**config.mk**
```make
export PLATFORM = sky130hd
export DESIGN_NAME = axil_protocol_monitor
export DESIGN_NICKNAME = d
export VERILOG_FILES = /design/src/rtl/axil_protocol_monitor.sv
export SDC_FILE = /design/constraint.sdc
export NUM_CORES = 1
export LEC_CHECK = 0
export CORE_MARGIN = 2
export CORE_UTILIZATION = 50
export CTS_CLUSTER_DIAMETER = 100
export CTS_CLUSTER_SIZE = 30
export DETAILED_ROUTE_END_ITERATION = 10
export PLACE_DENSITY = 0.76
export REMOVE_ABC_BUFFERS = 1
export SYNTH_ARGS = -nofsm -noshare
export SYNTH_HDL_FRONTEND = slang
export SYNTH_SLANG_ARGS = --single-unit
export TNS_END_PERCENT = 1
```
**constraint.sdc**
```tcl
create_clock -name clk_i -period 17.2 [get_ports clk_i]
set_clock_uncertainty 0.1 [all_clocks]
set_input_delay 3.44 -clock clk_i [delete_from_list [all_inputs] [get_ports clk_i]]
set_output_delay 3.44 -clock clk_i [all_outputs]
set_load 0.02 [all_outputs]
```
**src/rtl/axil_protocol_monitor.sv**
```systemverilog
// Passive AXI-Lite AW/W/AR checker: alignment, empty strobes, payload stability and stall timeouts.
// Per-channel error flags are same-cycle; sticky status, saturating count and irq are registered.
module axil_protocol_monitor #(
  parameter int ADDR_WIDTH     = 32,
  parameter int DATA_WIDTH     = 32,
  parameter bit ERR_RESP_EN    = 1'b1,
  parameter int TIMEOUT_CYCLES = 256,
  parameter int CNT_WIDTH      = 16
) (
  input  logic                    clk_i,
  input  logic                    rst_i,
  input  logic [ADDR_WIDTH-1:0]   s_axi_awaddr,
  input  logic [2:0]              s_axi_awprot,
  input  logic                    s_axi_awvalid,
  input  logic                    s_axi_awready,
  input  logic [DATA_WIDTH-1:0]   s_axi_wdata,
  input  logic [DATA_WIDTH/8-1:0] s_axi_wstrb,
  input  logic                    s_axi_wvalid,
  input  logic                    s_axi_wready,
  input  logic [ADDR_WIDTH-1:0]   s_axi_araddr,
  input  logic [2:0]              s_axi_arprot,
  input  logic                    s_axi_arvalid,
  input  logic                    s_axi_arready,
  input  logic                    clr_i,
  output logic                    err_awrite_o,
  output logic                    err_write_o,
  output logic                    err_read_o,
  output logic [6:0]              err_status_o,
  output logic [CNT_WIDTH-1:0]    err_count_o,
  output logic                    err_irq_o
);

  localparam int ALIGN_BITS = $clog2(DATA_WIDTH / 8);
  localparam int TW         = $clog2(TIMEOUT_CYCLES + 1);
  localparam int AP         = ADDR_WIDTH + 3;
  localparam int WP         = DATA_WIDTH + DATA_WIDTH / 8;

  generate
    if (ERR_RESP_EN) begin : g_mon
      logic [2:0]           vld;
      logic [2:0]           rdy;
      logic [2:0]           pend;
      logic [2:0]           pend_q;
      logic [2:0]           unstable;
      logic [2:0]           to_hit;
      logic [AP-1:0]        aw_pay;
      logic [AP-1:0]        aw_q;
      logic [AP-1:0]        ar_pay;
      logic [AP-1:0]        ar_q;
      logic [WP-1:0]        w_pay;
      logic [WP-1:0]        w_q;
      logic [TW-1:0]        stall [3];
      logic                 aw_mis;
      logic                 ar_mis;
      logic                 w_nostrb;
      logic [6:0]           ev;
      logic [6:0]           status_q;
      logic [6:0]           status_d;
      logic [CNT_WIDTH-1:0] count_q;
      logic [CNT_WIDTH-1:0] count_d;
      logic                 irq_q;

      assign vld    = {s_axi_arvalid, s_axi_wvalid, s_axi_awvalid};
      assign rdy    = {s_axi_arready, s_axi_wready, s_axi_awready};
      assign pend   = vld & ~rdy;
      assign aw_pay = {s_axi_awaddr, s_axi_awprot};
      assign ar_pay = {s_axi_araddr, s_axi_arprot};
      assign w_pay  = {s_axi_wdata, s_axi_wstrb};

      assign aw_mis   = s_axi_awvalid & (|s_axi_awaddr[ALIGN_BITS-1:0]);
      assign ar_mis   = s_axi_arvalid & (|s_axi_araddr[ALIGN_BITS-1:0]);
      assign w_nostrb = s_axi_wvalid & ~(|s_axi_wstrb);

      // pend_q is cleared by reset, so the first cycle after release cannot flag instability
      assign unstable[0] = pend_q[0] & (~vld[0] | (aw_pay != aw_q));
      assign unstable[1] = pend_q[1] & (~vld[1] | (w_pay  != w_q));
      assign unstable[2] = pend_q[2] & (~vld[2] | (ar_pay != ar_q));

      // Fires on the pending cycle that brings the counter to the limit; saturation keeps it single-shot
      always_comb begin
        to_hit = '0;
        for (int i = 0; i < 3; i++) begin
          to_hit[i] = pend[i] && (stall[i] == TW'(TIMEOUT_CYCLES - 1));
        end
      end

      assign ev = {|to_hit, unstable, ar_mis, w_nostrb, aw_mis};

      always_comb begin
        status_d = status_q | ev;
        count_d  = count_q;
        if (clr_i) begin
          status_d = ev;
          count_d  = CNT_WIDTH'(|ev);
        end else if ((|ev) && !(&count_q)) begin
          count_d = count_q + 1'b1;
        end
      end

      always_ff @(posedge clk_i or posedge rst_i) begin
        if (rst_i) begin
          pend_q   <= '0;
          aw_q     <= '0;
          w_q      <= '0;
          ar_q     <= '0;
          status_q <= '0;
          count_q  <= '0;
          irq_q    <= 1'b0;
          for (int i = 0; i < 3; i++) begin
            stall[i] <= '0;
          end
        end else begin
          pend_q   <= pend;
          status_q <= status_d;
          count_q  <= count_d;
          irq_q    <= (status_d != 7'd0);
          if (pend[0]) aw_q <= aw_pay;
          if (pend[1]) w_q  <= w_pay;
          if (pend[2]) ar_q <= ar_pay;
          for (int i = 0; i < 3; i++) begin
            if (!pend[i]) begin
              stall[i] <= '0;
            end else if (stall[i] != TW'(TIMEOUT_CYCLES)) begin
              stall[i] <= stall[i] + 1'b1;
            end
          end
        end
      end

      assign err_awrite_o = ev[0] | ev[3];
      assign err_write_o  = ev[1] | ev[4];
      assign err_read_o   = ev[2] | ev[5];
      assign err_status_o = status_q;
      assign err_count_o  = count_q;
      assign err_irq_o    = irq_q;
    end else begin : g_off
      assign err_awrite_o = 1'b0;
      assign err_write_o  = 1'b0;
      assign err_read_o   = 1'b0;
      assign err_status_o = '0;
      assign err_count_o  = '0;
      assign err_irq_o    = 1'b0;
    end
  endgenerate

endmodule

```
==> results of run 1 <==
[final timing paths]
| kind | from | to | slack [ns] | cells after the start |
|---|---|---|---|---|
| max in group asynchronous | rst_i | g_mon.ar_q[1] | 12.24 | 3 |
| setup / recovery | s_axi_awaddr[0] | err_awrite_o | 7.72 | 7 |
| setup reg to reg | g_mon.aw_q[14] | err_count_o[6] | 13.90 | 8 |
| hold / removal | g_mon.aw_q[21] | g_mon.aw_q[21] | 0.39 | 2 |
| min in group asynchronous | rst_i | g_mon.w_q[8] | 3.51 | 2 |
| hold reg to reg | g_mon.aw_q[21] | g_mon.aw_q[21] | 0.39 | 2 |
[cell usage after synthesis (4+ instances only)]
cell type / count
o21ai_1: 5
xor2_1: 86
a21oi_1: 11
nand4_1: 15
nand2_1: 325
nor2b_1: 9
nor2_1: 47
clkbuf_1: 18
ha_1: 10
nor3_1: 5
nor4_1: 22
o21ai_0: 12
nand3_1: 19
inv_1: 22
mux2_4: 10
dfrtp_1: 160
inv_2: 4
and3_1: 9
nand2b_1: 6
or4_1: 7
xnor2_1: 33
buf_1: 7
[cell usage in the layout, fill, tap and decap left out, types with 12 or more instances in the layout]
master	count
clkbuf_16	17
xor2_1	86
clkdlybuf4s50_1	141
nand2_1	325
nor2_1	47
xnor2_1	33
o21ai_0	12
inv_1	21
nand4_1	15
dfrtp_1	160
nor4_1	22
nand3_1	19
[cells by family after synthesis]
family	share of synthesized area (%)
simple gates	26.9
flops	50.1
xor+xnor	13.0
buf+inv	3.15
compound gates	2.83
mux	2.43
fa+ha+maj	1.57
[cell type report]
class | instances | share of cell area (%)
Timing Repair Buffer | 147 | 14.3
Clock buffer | 18 | 4.20
Sequential cell | 160 | 39.2
Multi-Input combinational cell | 663 | 36.6
Clock inverter | 14 | 2.10
Tap cell | 216 | 2.65
Inverter | 26 | 1.00
[per-stage QoR]
step | cell area, um^2 | util [%] | cells | hold slack [ns]
2_1_floorplan | 7840 | - | 849 | 0.362
3_3_place_gp | 9570 | 60.7 | 1212 | 0.376
3_5_place_dp | 9570 | 60.7 | 1212 | 0.382
4_1_cts | 10200 | 64.7 | 1244 | 0.398
5_1_grt | 10200 | 64.7 | 1244 | 0.411
6_report | 10200 | 64.7 | 1244 | 0.391
[sequential cells by signal (all words and copies together) (netlist names)]
signal	count
err_count_o	16
err_irq_o	1
err_status_o	7
g_mon.ar_q	35
g_mon.aw_q	35
g_mon.pend_q	3
g_mon.stall	27
g_mon.w_q	36
[worst register-to-register path, cell delays in order (launching register included)]
cell     delay (ns)
dfrtp_1        0.39
xnor2_1        0.19
nand4_1        0.11
or4_1          0.59
o41ai_2        0.43
nand2_2        0.13
nor3_4         0.73
nor3_1         0.19
mux2_4         0.33
[per-layer routing]
layer | vias to the layer above | global-route usage [%] | wire (um)
met5 | - | 0 | 0
met4 | 0 | 6.07 | 212
li1 | 3113 | - | -
met2 | 105 | 33.9 | 8080
met1 | 2913 | 28.3 | 7890
met3 | 14 | 5.58 | 719
[power breakdown]
group	switching (W)	internal [W]
logic	0.0000708	0.0000695
registers	0.0000251	0.000411
clock network	0.000154	0.000258
total	0.000250	0.000739
==> results.yml, run 1 <==
layout:
  antenna_cells: 0
  ff_latch_area_um2: 4000
  fillers: 1311
  finalNetCount: 1140
  layout-drive-gt1-share_pct: 7.00
  area_delta_synth_final_pct: 27.8
  multi_input_area_um2: 3730
sta:
  rsz0062_at_grt: "no"
  maxSlewViolCount: 0
  slew_headroom_pct: 37.0
  period_share_pct: 55.1
  period_minus_slack_ns: 9.48
  setup-tns-final_ns: 0
  setup_viol: 0
  fmax_ghz: 0.106
  hold_violations: 0
  max_slew.worst_pin.slew_ns: 0.945
  fin_ws_ns: 7.72
global_routing:
  overflow: 0
  grt_pass1_vias: 5966
  grt_pass1_wl_um: 28100
  grt_max_degree: 106
  antenna_found_initial: 0
  grt_use_total_pct: 21.0
critical_path:
  critPathTopFamily: "buffers and inverters"
  path_common_cell: "clkdlybuf4s50_1"
  slowest_stage: "clkdlybuf4s50_1"
  required_ns: 13.66
  cp-start-kind: "primary input"
  crit_chain: "clkdlybuf4s50_1 -> xnor2_1 -> nand4_1 -> or4_1 -> o41ai_2 -> nand2_2 -> clkdlybuf4s50_1"
  critPathBufInv: 2
  critical_path_class: "primary input to output pin"
  path_max_fanout: 3
  arrival_ns: 5.94
  slowest_delay_ns: 0.60
  end_kind: "output pin"
route:
  drc_errors: 0
  routed_wl_um: 16900
  firstDrtPassIters: 4
  drtIter0Drc: 375
  vias: 6145
  antenna_left: 0
  via_per_inst: 4.94
  wire_per_inst_um: 13.6
place:
  dp_worst_setup_slack_ns: 7.70
  dp_hpwl_um: 11500
  gp_congestion: 0.850
  io_buffer_count: 141
synthesis:
  syn_area_um2: 7990
  synth.avg_cell_area_um2: 9.08
  synth_top_area_cell: "dfrtp_1"
  yosysSeqAreaShare_pct: 50.1
  ys_top_cells_by_area: "dfrtp_1 (50%), nand2_1 (15%), xor2_1 (9.4%)"
  ys_ff_latch: 160
  synth_top_area_share_pct: 50.1
  ys_types: 47
  synth-edff-count: 0
  synth_cells: 880
  yosysWarnings: 0
  synthArstFlopShare_pct: 100
  synthFlopType: "dfrtp_1"
run_status:
  status: "completed"
floorplan:
  die_w_um: 130
  rows: 46
  ios: 142
  initial_core_util_pct: 50.7
  coreArea_um2: 15800
  die_area_um2: 17000
  die_h_um: 130
clock_network:
  clock_path_buffers: 2
  cts_tree: "built"
  cts_resized: 0
  htree_levels: 4
  cts.sinks: 160
  clk_latency_ns: 0.42
  path_clk_slew_ns: 0.06
  numCtsBuffers: 17
  root_buffer: "clkbuf_16"
  postCtsHoldBufs: 0
  post-cts-setup-buffers: 0
power:
  p_leak_nw: 4.81
  p_per_area_nw_per_um2: 96.8
  irDropWorstVdd_mv: 0.0720
  power_w: 0.000989
worst_hold_path:
  hold_class: "flip-flop to flip-flop"
run:
  maxCapViolations: 0
Power figures use the tool's default switching activity.
==> run 2: changes to the inputs <==
CORE_UTILIZATION = 48   (was 50)
PLACE_DENSITY = 0.77   (was 0.76)
clock period = 7.9 ns   (was 17.2 ns; I/O delays follow)
==> run 2 against run 1 <==
Net effect: utilization shrank 2.6 points; register-to-register slack lost 9.3 ns; design area shrank 0.15%; critical path depth is the same; routed wire length shrank 0.80%; non-clock buffer count is the same.
==> results.yml, run 2 (synthesis results as in run 1) <==
layout:
  largest_reg_flops: 36
  mostFrequentLayoutCell: "nand2_1"
  finalNetCount: 1140
  mostFrequentLayoutCells: "nand2_1 (325), dfrtp_1 (160), clkdlybuf4s50_1 (141)"
  fillers: 1356
  design_area_um2: 10200
  largest_registers: "g_mon.w_q: 36 flops, g_mon.ar_q: 35 flops, g_mon.aw_q: 35 flops"
  final_core_util_pct: 62.1
  antenna_cells: 0
  area_delta_synth_final_pct: 27.6
  layout-drive-gt1-share_pct: 6.81
  largest_register: "g_mon.w_q"
worst_hold_path:
  hold_class: "flip-flop to flip-flop"
  holdCritStartpoint: "g_mon.w_q[12]"
  hold-path-cell-count: 2
  min_to: "g_mon.w_q[12]"
route:
  wire_per_inst_um: 13.4
  vias: 6199
  firstDrtPassIters: 5
  via_per_inst: 4.97
  drtIter0Drc: 345
  routed_wl_um: 16800
  drc_errors: 0
  antenna_left: 0
run_status:
  status: "completed"
sta:
  max_slew.worst_pin.slew_ns: 0.877
  hold_slack_ns: 0.392
  setup-tns-final_ns: 0
  fmax_ghz: 0.174
  period_share_pct: 72.7
  maxSlewViolCount: 0
  rsz0062_at_grt: "no"
  slew_headroom_pct: 41.4
  setup_viol: 0
  period_minus_slack_ns: 5.74
  hold_violations: 0
clock_network:
  postCtsHoldBufs: 0
  path_clk_slew_ns: 0.06
  cts_tree: "built"
  clk_latency_ns: 0.41
  cts_resized: 0
  htree_levels: 4
  cts.sinks: 160
  clock_path_buffers: 2
  root_buffer: "clkbuf_16"
  numCtsBuffers: 17
  post-cts-setup-buffers: 0
power:
  power_w: 0.00212
  p_per_area_nw_per_um2: 208
  p_leak_nw: 4.81
  irDropWorstVdd_mv: 0.146
global_routing:
  grt_max_degree: 94
  antenna_found_initial: 0
  grt_pass1_wl_um: 28800
  overflow: 0
  grt_pass1_vias: 5986
  grt_use_total_pct: 20.1
critical_path:
  critical_path_class: "primary input to output pin"
  required_ns: 6.22
  arrival_ns: 4.06
  cp-start-kind: "primary input"
  worstRegToRegCells: 8
  crit-reg2reg-capture: "err_count_o[4]"
  reg2reg_from: "g_mon.aw_q[26]"
  path_max_fanout: 2
  ff2ff_setup_slack_ns: 4.61
  end_kind: "output pin"
floorplan:
  initial_core_util_pct: 48.7
  coreArea_um2: 16400
  ios: 142
  die_area_um2: 17700
  rows: 47
  die_w_um: 133
  die_h_um: 133
place:
  io_buffer_count: 141
  gp_congestion: 0.822
  dpl_cell_area_um2: 9570
  dp_hpwl_um: 11600
run:
  maxCapViolations: 0
-- run 2: changes by cell type in the layout (fill, tap and decap cells not counted), sizes merged --
cell,before,now
bufinv,5,4
clkinv,5,4
inv,27,26
clkbuf,18,22
clkinvlp,3,2
-- run 2: final cells by class --
| class | instances | area, um^2 | share of cell area [%] |
|---|---|---|---|
| multi-input cells | 663 | 3730 | 36.6 |
| repair buffers | 147 | 1460 | 14.3 |
| well taps | 220 | 275 | 2.70 |
| clock inverters | 10 | 159 | 1.56 |
| inverters | 26 | 103 | 1.01 |
| flip-flops and latches | 160 | 4000 | 39.3 |
| clock buffers | 22 | 464 | 4.55 |
-- run 2: per-layer routing --
layer	global-route usage (%)	vias to the layer above	part of all wire, %
met5	0	-	0
met4	6.21	0	2.1
met3	5.90	19	5.3
met2	31.6	143	47
met1	26.9	2923	45
li1	-	3114	-
-- run 2: metrics by stage --
stage,worst slack [ns],std cells
2_1_floorplan,1.90,849
3_3_place_gp,2.14,1216
3_5_place_dp,2.13,1216
4_1_cts,2.12,1248
5_1_grt,2.03,1248
6_report,2.16,1248
-- run 2: how the worst max path moves through the flow --
stage / from / to / slack, ns
floorplan: rst_i / err_count_o[0] / 1.90
global placement: s_axi_awaddr[0] / err_awrite_o / 2.14
detailed placement: s_axi_awaddr[28] / err_awrite_o / 2.13
CTS: s_axi_awaddr[0] / err_awrite_o / 2.12
global route: s_axi_awaddr[16] / err_awrite_o / 2.03
finish: s_axi_awaddr[12] / err_awrite_o / 2.16
-- run 2: worst max-delay path, stage by stage --
cell and delay (ns):
clkdlybuf4s50_1 0.49, xnor2_1 0.12, nand4_1 0.12, or4_1 0.57, o41ai_2 0.43, nand2_2 0.13
clkdlybuf4s50_1 0.61
-- run 2: where the power goes --
| part | internal (W) | switching, W | total (W) |
|---|---|---|---|
| clock | 0.000545 | 0.000320 | 0.000865 |
| combinational | 0.000151 | 0.000154 | 0.000305 |
| sequential | 0.000896 | 0.0000545 | 0.000950 |
| total | 0.00159 | 0.000529 | 0.00212 |
